File: src/rtl/rsa_half_power_mod.sv
// rsa_half_power_mod
//   Computes o_out = i_value * 2^(-i_power) mod i_modulus by modular halving,
//   one halving per clock. Used on the Montgomery output path to leave the
//   Montgomery domain (x * R^-1 mod N, R = 2^k). The modulus must be odd.
//
//   Optional build macro: RSA_HALF_POWER_MOD_CHECK_EN
//     adds o_error (latched at acceptance for even/zero N or x >= N); an
//     errored request skips CALC and returns o_out = 0.
//
// Ports
//   clk        clock, all state on rising edge
//   rst        synchronous active-low reset
//   i_valid    request valid
//   i_ready    block idle and able to accept a request
//   i_modulus  odd modulus N
//   i_value    operand x, 0 <= x < N
//   i_power    halving count k
//   o_valid    result valid (held until o_ready)
//   o_ready    downstream accepts result
//   o_out      x * 2^-k mod N
//   o_error    (macro only) request was out of contract
module rsa_half_power_mod #(
  parameter int MOD_WIDTH   = 256,
  parameter int POWER_WIDTH = 32
) (
  input  logic                   clk,
  input  logic                   rst,
  input  logic                   i_valid,
  output logic                   i_ready,
  input  logic [MOD_WIDTH-1:0]   i_modulus,
  input  logic [MOD_WIDTH-1:0]   i_value,
  input  logic [POWER_WIDTH-1:0] i_power,
  output logic                   o_valid,
  input  logic                   o_ready,
  output logic [MOD_WIDTH-1:0]   o_out
`ifdef RSA_HALF_POWER_MOD_CHECK_EN
  ,
  output logic                   o_error
`endif
);

  typedef enum logic [1:0] {
    IDLE = 2'd0,
    CALC = 2'd1,
    DONE = 2'd2
  } state_t;

  state_t state_q, state_d;

  logic [MOD_WIDTH:0]     acc_q;
  logic [MOD_WIDTH-1:0]   n_q;
  logic [POWER_WIDTH-1:0] k_q;
  logic [POWER_WIDTH-1:0] cnt_q;

  logic [MOD_WIDTH:0]     half_sum;
  logic [MOD_WIDTH:0]     acc_next;
  logic [POWER_WIDTH-1:0] k_last;
  logic                   last_step;
  logic                   accept;
  logic                   chk_err;

  assign i_ready = (state_q == IDLE);
  assign o_valid = (state_q == DONE);
  assign o_out   = acc_q[MOD_WIDTH-1:0];
  assign accept  = i_valid && (state_q == IDLE);

  // acc < N keeps acc + N below 2^(MOD_WIDTH+1); an odd acc plus odd N is
  // even, so the shift is an exact division and the result stays below N.
  assign half_sum = acc_q + {1'b0, n_q};
  assign acc_next = acc_q[0] ? (half_sum >> 1) : (acc_q >> 1);

  // Terminal compare at POWER_WIDTH bits: k = all-ones ends at cnt = k-1
  // without the counter ever wrapping.
  assign k_last    = k_q - POWER_WIDTH'(1);
  assign last_step = (cnt_q == k_last);

`ifdef RSA_HALF_POWER_MOD_CHECK_EN
  logic err_q;
  assign chk_err = !i_modulus[0] || (i_value >= i_modulus) || (i_modulus == '0);
  assign o_error = err_q;

  always_ff @(posedge clk) begin
    if (!rst)                                err_q <= 1'b0;
    else if (state_q == IDLE && i_valid)     err_q <= chk_err;
  end
`else
  assign chk_err = 1'b0;
`endif

  always_comb begin
    state_d = state_q;
    case (state_q)
      IDLE: begin
        if (accept) state_d = (chk_err || i_power == '0) ? DONE : CALC;
      end
      CALC: begin
        if (last_step) state_d = DONE;
      end
      DONE: begin
        if (o_ready) state_d = IDLE;
      end
      default: state_d = IDLE;
    endcase
  end

  always_ff @(posedge clk) begin
    if (!rst) begin
      state_q <= IDLE;
      acc_q   <= '0;
      n_q     <= '0;
      k_q     <= '0;
      cnt_q   <= '0;
    end else begin
      state_q <= state_d;
      case (state_q)
        IDLE: begin
          if (accept) begin
            n_q   <= i_modulus;
            k_q   <= i_power;
            cnt_q <= '0;
            acc_q <= chk_err ? '0 : {1'b0, i_value};
          end
        end
        CALC: begin
          acc_q <= acc_next;
          cnt_q <= cnt_q + POWER_WIDTH'(1);
        end
        default: ;
      endcase
    end
  end

endmodule
File: config.mk
export PLATFORM = sky130hd
export DESIGN_NAME = rsa_half_power_mod
export DESIGN_NICKNAME = d
export VERILOG_FILES = /design/src/rtl/rsa_half_power_mod.sv
export SDC_FILE = /design/constraint.sdc
export NUM_CORES = 2
export LEC_CHECK = 0
export CAP_MARGIN = 20
export CORE_AREA = 2 2 316 318
export DETAILED_ROUTE_END_ITERATION = 8
export DIE_AREA = 0 0 318 320
export GPL_TIMING_DRIVEN = 1
export MAX_ROUTING_LAYER = met4
export PLACE_DENSITY = 0.85
export SETUP_SLACK_MARGIN = 0.02
export SYNTH_ARGS = -nofsm -noshare
export SYNTH_HDL_FRONTEND = slang
export SYNTH_SLANG_ARGS = --single-unit
export TNS_END_PERCENT = 10
File: constraint.sdc
create_clock -name clk -period 5 [get_ports clk]
set_input_delay 0.5 -clock clk [delete_from_list [all_inputs] [get_ports clk]]
set_output_delay 0.5 -clock clk [all_outputs]
set_load 0.005 [all_outputs]
# [Yosys cells after proc, flatten, opt, wreduce, memory -nomap -nowiden]
# Index checks and enable logic that the tools add are counted.
[totals] regBits=579 input_bits=548 out_inout_bits=258 word_cells=31
[classes] add_sub_neg=3 n_eq_ne=6 mux=10 n_reduce_logical=7
[op_table] cell="$pmux 257 s2" n=1
[op_table] cell="$add 257x256->257" n=1
[op_table] cell="$mux 257" n=1
[op_table] cell="$mux 256" n=1
[op_table] cell="$pmux 32 s2" n=1
[op_table] cell="$add 32x1->32 const B" n=1
[op_table] cell="$eq 32x32->1" n=1
[op_table] cell="$logic_not 32->1" n=1
[op_table] cell="$mux 32" n=1
[op_table] cell="$sub 32x1->32 const B" n=1
[op_table] cell="$mux 2" n=4
[op_table] cell="$pmux 2 s3" n=1
[op_table] cell="$ne 2x1->1 const B" n=2
[op_table] cell="$reduce_and 2->1" n=2
[op_table] cell="$reduce_and 3->1" n=1
[op_table] cell="$eq 2x1->1 const B" n=1
[op_table] cell="$eq 2x2->1 const B" n=1
[op_table] cell="$logic_not 2->1" n=1
[op_table] cell="$ne 2x2->1 const B" n=1
[op_table] cell="$reduce_bool 2->1" n=1
[op_table] cell="$logic_and 1x1->1" n=1

# [Depth between registers and ports, before layout]
[logic_depth] depth_word=4 mapped_depth=20 depth_no_buf=15

# [Least setup slack after synthesis]
# OpenSTA, ideal clock, no wires.
[synth_timing] kind="reg2reg" from="reg acc_q[0]" to="reg acc_q[145]" arrival_time_ps=4684 t_required_ps=4905 slack_ps=221 path_stages_with_launch=21 cell_sequence="dfxtp_1 clkbuf_1 clkbuf_1 clkbuf_1 clkbuf_1 clkbuf_1 and2_1 fa_1 a21o_1 a221oi_1 o31a_1 a221oi_1 o311ai_1 nand3_1 a31oi_1 o41ai_1 a21oi_1 o41ai_1 xnor2_1 nand2_1 a221oi_1"
[synth_between] elab_chain_cells=3
[synth_lines] item="from (decl)" line="50" source="logic [MOD_WIDTH:0] acc_q;"
[synth_lines] item="from (signal assigned)" line="121" source="acc_q <= chk_err ? '0 : {1'b0, i_value};"
[synth_lines] item="from (signal assigned)" line="125" source="acc_q <= acc_next;"
[synth_lines] item="$add 257x256->257" line="69" source="assign half_sum = acc_q + {1'b0, n_q};"
[synth_lines] item="$mux 256 *" line="70" source="assign acc_next = acc_q[0] ? (half_sum >> 1) : (acc_q >> 1);"
[synth_lines] item="$pmux 257 s2 *" line="115" source="case (state_q)"
# Every way passes the cells marked *; elsewhere a longest branch is shown, timed or not.
# A chain may end at the register's enable or synchronous reset.

# [Worst setup path in the final report]
[layout_timing] from="reg acc_q[111]" to="reg acc_q[159]"
[layout_between] elab_chain_cells=3
[layout_lines] item="$add 257x256->257" line="69"
[layout_lines] item="$mux 256" line="70"
[layout_lines] item="$pmux 257 s2" line="115"
# No other way between the ends.

==> impl_metrics.json <==
{
  "post-cts-setup-buffers": 0,
  "pin_count": 806,
  "holdCritPathClass": "primary input to flip-flop",
  "setup_viol": 1,
  "finClkSkew_ns": 0.02938,
  "die_x_um": 318,
  "critPathKind": "flip-flop to flip-flop",
  "drt-pass1-iter-count": 6,
  "leakage_nw": 20.83,
  "initial_utilization": 0.4590,
  "cts_tree": "done",
  "maxSlewHeadroom": -0.05616,
  "wl_mm": 219.2,
  "yosys_warnings": 0,
  "worst_slew_pin_slew_ns": 1.584,
  "irDropWorstVdd_uv": 196.7,
  "arrival_ns": 5.61,
  "place_hpwl_mm": 174.5,
  "setup.worst_path.start_class": "flip-flop",
  "finalCriticalPeriod_ns": 5.020,
  "required_ns": 5.59,
  "gr-total-overflow": 0,
  "synth-edff-count": 0,
  "syn-num-nets": 7396,
  "worstSkewPairLatency_ns": 0.70,
  "ys_types": 84,
  "route.detailed.drc": 0,
  "power_w": 0.01517,
  "setup_slack_ns": -0.01971,
  "ys_seq_area_frac": 0.2573,
  "violations": "max-slew violations, negative setup slack",
  "htreeDepth": 3,
  "final_area_sq_um": 56510,
  "wl_per_cell_um": 25.76,
  "hold_buffers": 0,
  "track_usage": 0.4223,
  "ys_seq_elements": 578,
  "antenna_found_initial": 16,
  "endpoint_kind": "flip-flop",
  "clock_path_buffers": 3,
  "postSynthAreaPerCell_sq_um": 6.824,
  "placed_area_sq_um": 54160,
  "status": "finished with violations",
  "ant_nets": 0,
  "hold_viol": 0,
  "grt_pass1_vias": 51724,
  "layout.nets": 7958,
  "rsz0062_at_grt": "false",
  "final-max-slew-violation-count": 76,
  "period_share": 1.004,
  "clock_sinks": 578,
  "cts_buffers": 67,
  "die_h_um": 320,
  "path_clk_slew_ns": 0.06,
  "synth.cell_area_sq_um": 44970,
  "grt_max_degree": 226,
  "core_sq_um": 97990,
  "powerDensity_nw_per_um2": 268.4,
  "drt_iter0_markers": 6850,
  "clock.fmax_mhz": 199.2,
  "maxCapViolCount": 0,
  "gp_congestion": 1.128,
  "viasPerCell": 6.405,
  "fp.dieArea_sq_um": 101800,
  "io_buffers": 805,
  "path_max_fanout": 7,
  "ys_async_sr_fraction": 0,
  "syn_inst": 6590,
  "rows": 115,
  "vias": 54492,
  "ys.flop_type": "dfxtp_1",
  "cts_root_buf": "clkbuf_16",
  "grt_pass1_wl_mm": 322.9,
  "setup_tns_ns": -0.01971,
  "drive_above_1_share": 0.04109,
  "area_growth_syn_to_layout_pct": 25.66
}
-- sequential cells by signal, summed over array words and instances (netlist names) --
signal   count
acc_q      256
n_q        256
cnt_q       32
k_q         32
state_q      2
-- report_power, final --
part | internal [W] | switching [W] | leakage (nW)
combinational | 0.00188 | 0.00273 | 15.0
clock | 0.00287 | 0.00229 | 1.08
sequential | 0.00496 | 0.000430 | 4.76
-- final cells by class --
type,count,area (sq um)
multi-input combinational,5469,31440
clock buffer,94,1898
timing repair buffer,939,9199
tap,1287,1610
fill,9205,41470
sequential,578,11570
antenna,17,42.54
clock inverter,27,371.6
inverter,97,372.9
-- layout by cell type, fill, tap and decap left out, drive strengths merged, types with 41 or more instances in the layout --
cell type	netlist	layout
a21oi	980	980
nor2	392	392
nor2b	131	131
a211oi	139	139
nor3	106	106
ha	257	257
nand3	164	164
a21o	85	85
a221oi	41	41
xnor2	174	174
nor4	50	50
o21a	45	45
o21ai	370	370
dfxtp	578	578
clkbuf	428	94
nand2	1539	1539
nand4	180	180
buf	18	135
a311oi	126	126
inv	96	99
a31oi	52	52
xor2	107	107
o21bai	106	106
clkdlybuf4s50	0	804
-- cell usage after synthesis (9+ instances only) --
cell / number / area [sq um]
a21oi_1: 980 / 4905
nor4_1: 48 / 300.3
o21a_1: 45 / 337.8
and4_1: 9 / 78.83
o21ai_1: 128 / 640.6
a221o_1: 12 / 120.1
a21boi_0: 12 / 90.09
buf_1: 13 / 48.80
a21o_1: 85 / 638.1
or2_2: 17 / 106.4
xnor2_1: 174 / 1524
dfxtp_1: 578 / 11570
a31oi_1: 52 / 325.3
and2_1: 20 / 125.1
nor2b_1: 131 / 819.5
o311ai_0: 35 / 306.5
or3_1: 25 / 156.4
a21boi_1: 13 / 97.59
a211oi_1: 138 / 1036
a41oi_1: 11 / 96.34
inv_1: 95 / 356.6
ha_1: 257 / 3216
nand2b_1: 19 / 118.9
nor3_1: 104 / 520.5
and3_1: 29 / 181.4
mux2i_1: 39 / 390.4
o221ai_1: 11 / 96.34
xor2_1: 107 / 937.2
or4_1: 9 / 67.56
nand4_1: 180 / 1126
o21ai_0: 242 / 1211
o21bai_1: 106 / 795.8
nor2_1: 392 / 1471
a221oi_1: 41 / 359.1
nand2_1: 1539 / 5777
a311oi_1: 126 / 1104
nand3_1: 164 / 820.8
clkbuf_1: 428 / 1607
o31ai_1: 28 / 210.2
o211ai_1: 32 / 240.2
-- what timing repair did --
item | CTS | global route
hold endpoints to repair | 0 | 0
setup endpoints to repair | 0 | 14
gates resized for setup | 0 | 7
-- per-stage QoR --
stage / instances / util / setup WS, ns / hold WS [ns]
after CTS: 8491 / 0.5759 / 0.07373 / 0.2953
after floorplan: 6590 / - / 0.2209 / 0.4400
after global routing: 8506 / 0.5767 / 0.02911 / 0.3214
final: 8508 / 0.5767 / -0.01971 / 0.3022
after global placement: 8370 / 0.5527 / 0.06933 / 0.4468
after detailed placement: 8370 / 0.5527 / 0.1059 / 0.4521
-- path summary, 6_finish.rpt --
check	start	endpoint	slack [ns]	cells after the start
min	rst	acc_q[105]	0.30	3
min reg2reg	n_q[14]	n_q[14]	0.46	2
max reg2reg	acc_q[111]	acc_q[159]	-0.02	14
max	acc_q[111]	acc_q[159]	-0.02	14
-- critical path: stages, from the launching register on --
cell	delay, ns
dfxtp_1	0.36
ha_1	0.56
nand4_1	0.30
nor4_1	0.56
buf_4	0.22
nand4_1	0.17
a2111oi_0	0.68
buf_4	0.22
nor2_1	0.08
and3_1	0.21
or2_1	0.27
o21ai_1	0.20
xor2_1	0.61
a211oi_1	0.18
a311oi_1	0.28
-- layer usage --
layer | track usage | up-vias | wire length (um)
met5 | - | - | 0
met4 | 0.2374 | 0 | 14150
met3 | 0.1015 | 695 | 23860
met2 | 0.6491 | 3374 | 96700
met1 | 0.5064 | 25548 | 84470
li1 | - | 24875 | -
-- cells by family after synthesis --
logic type,synth area share
AND/OR/NAND/NOR,0.2660
AO/OA/AOI/OAI,0.2953
flip-flops,0.2573
buffers and inverters,0.04560
XOR/XNOR,0.05473
adder cells (fa/ha/maj),0.07195
multiplexers,0.009181
No activity file was read; power rests on OpenSTA's default activity.
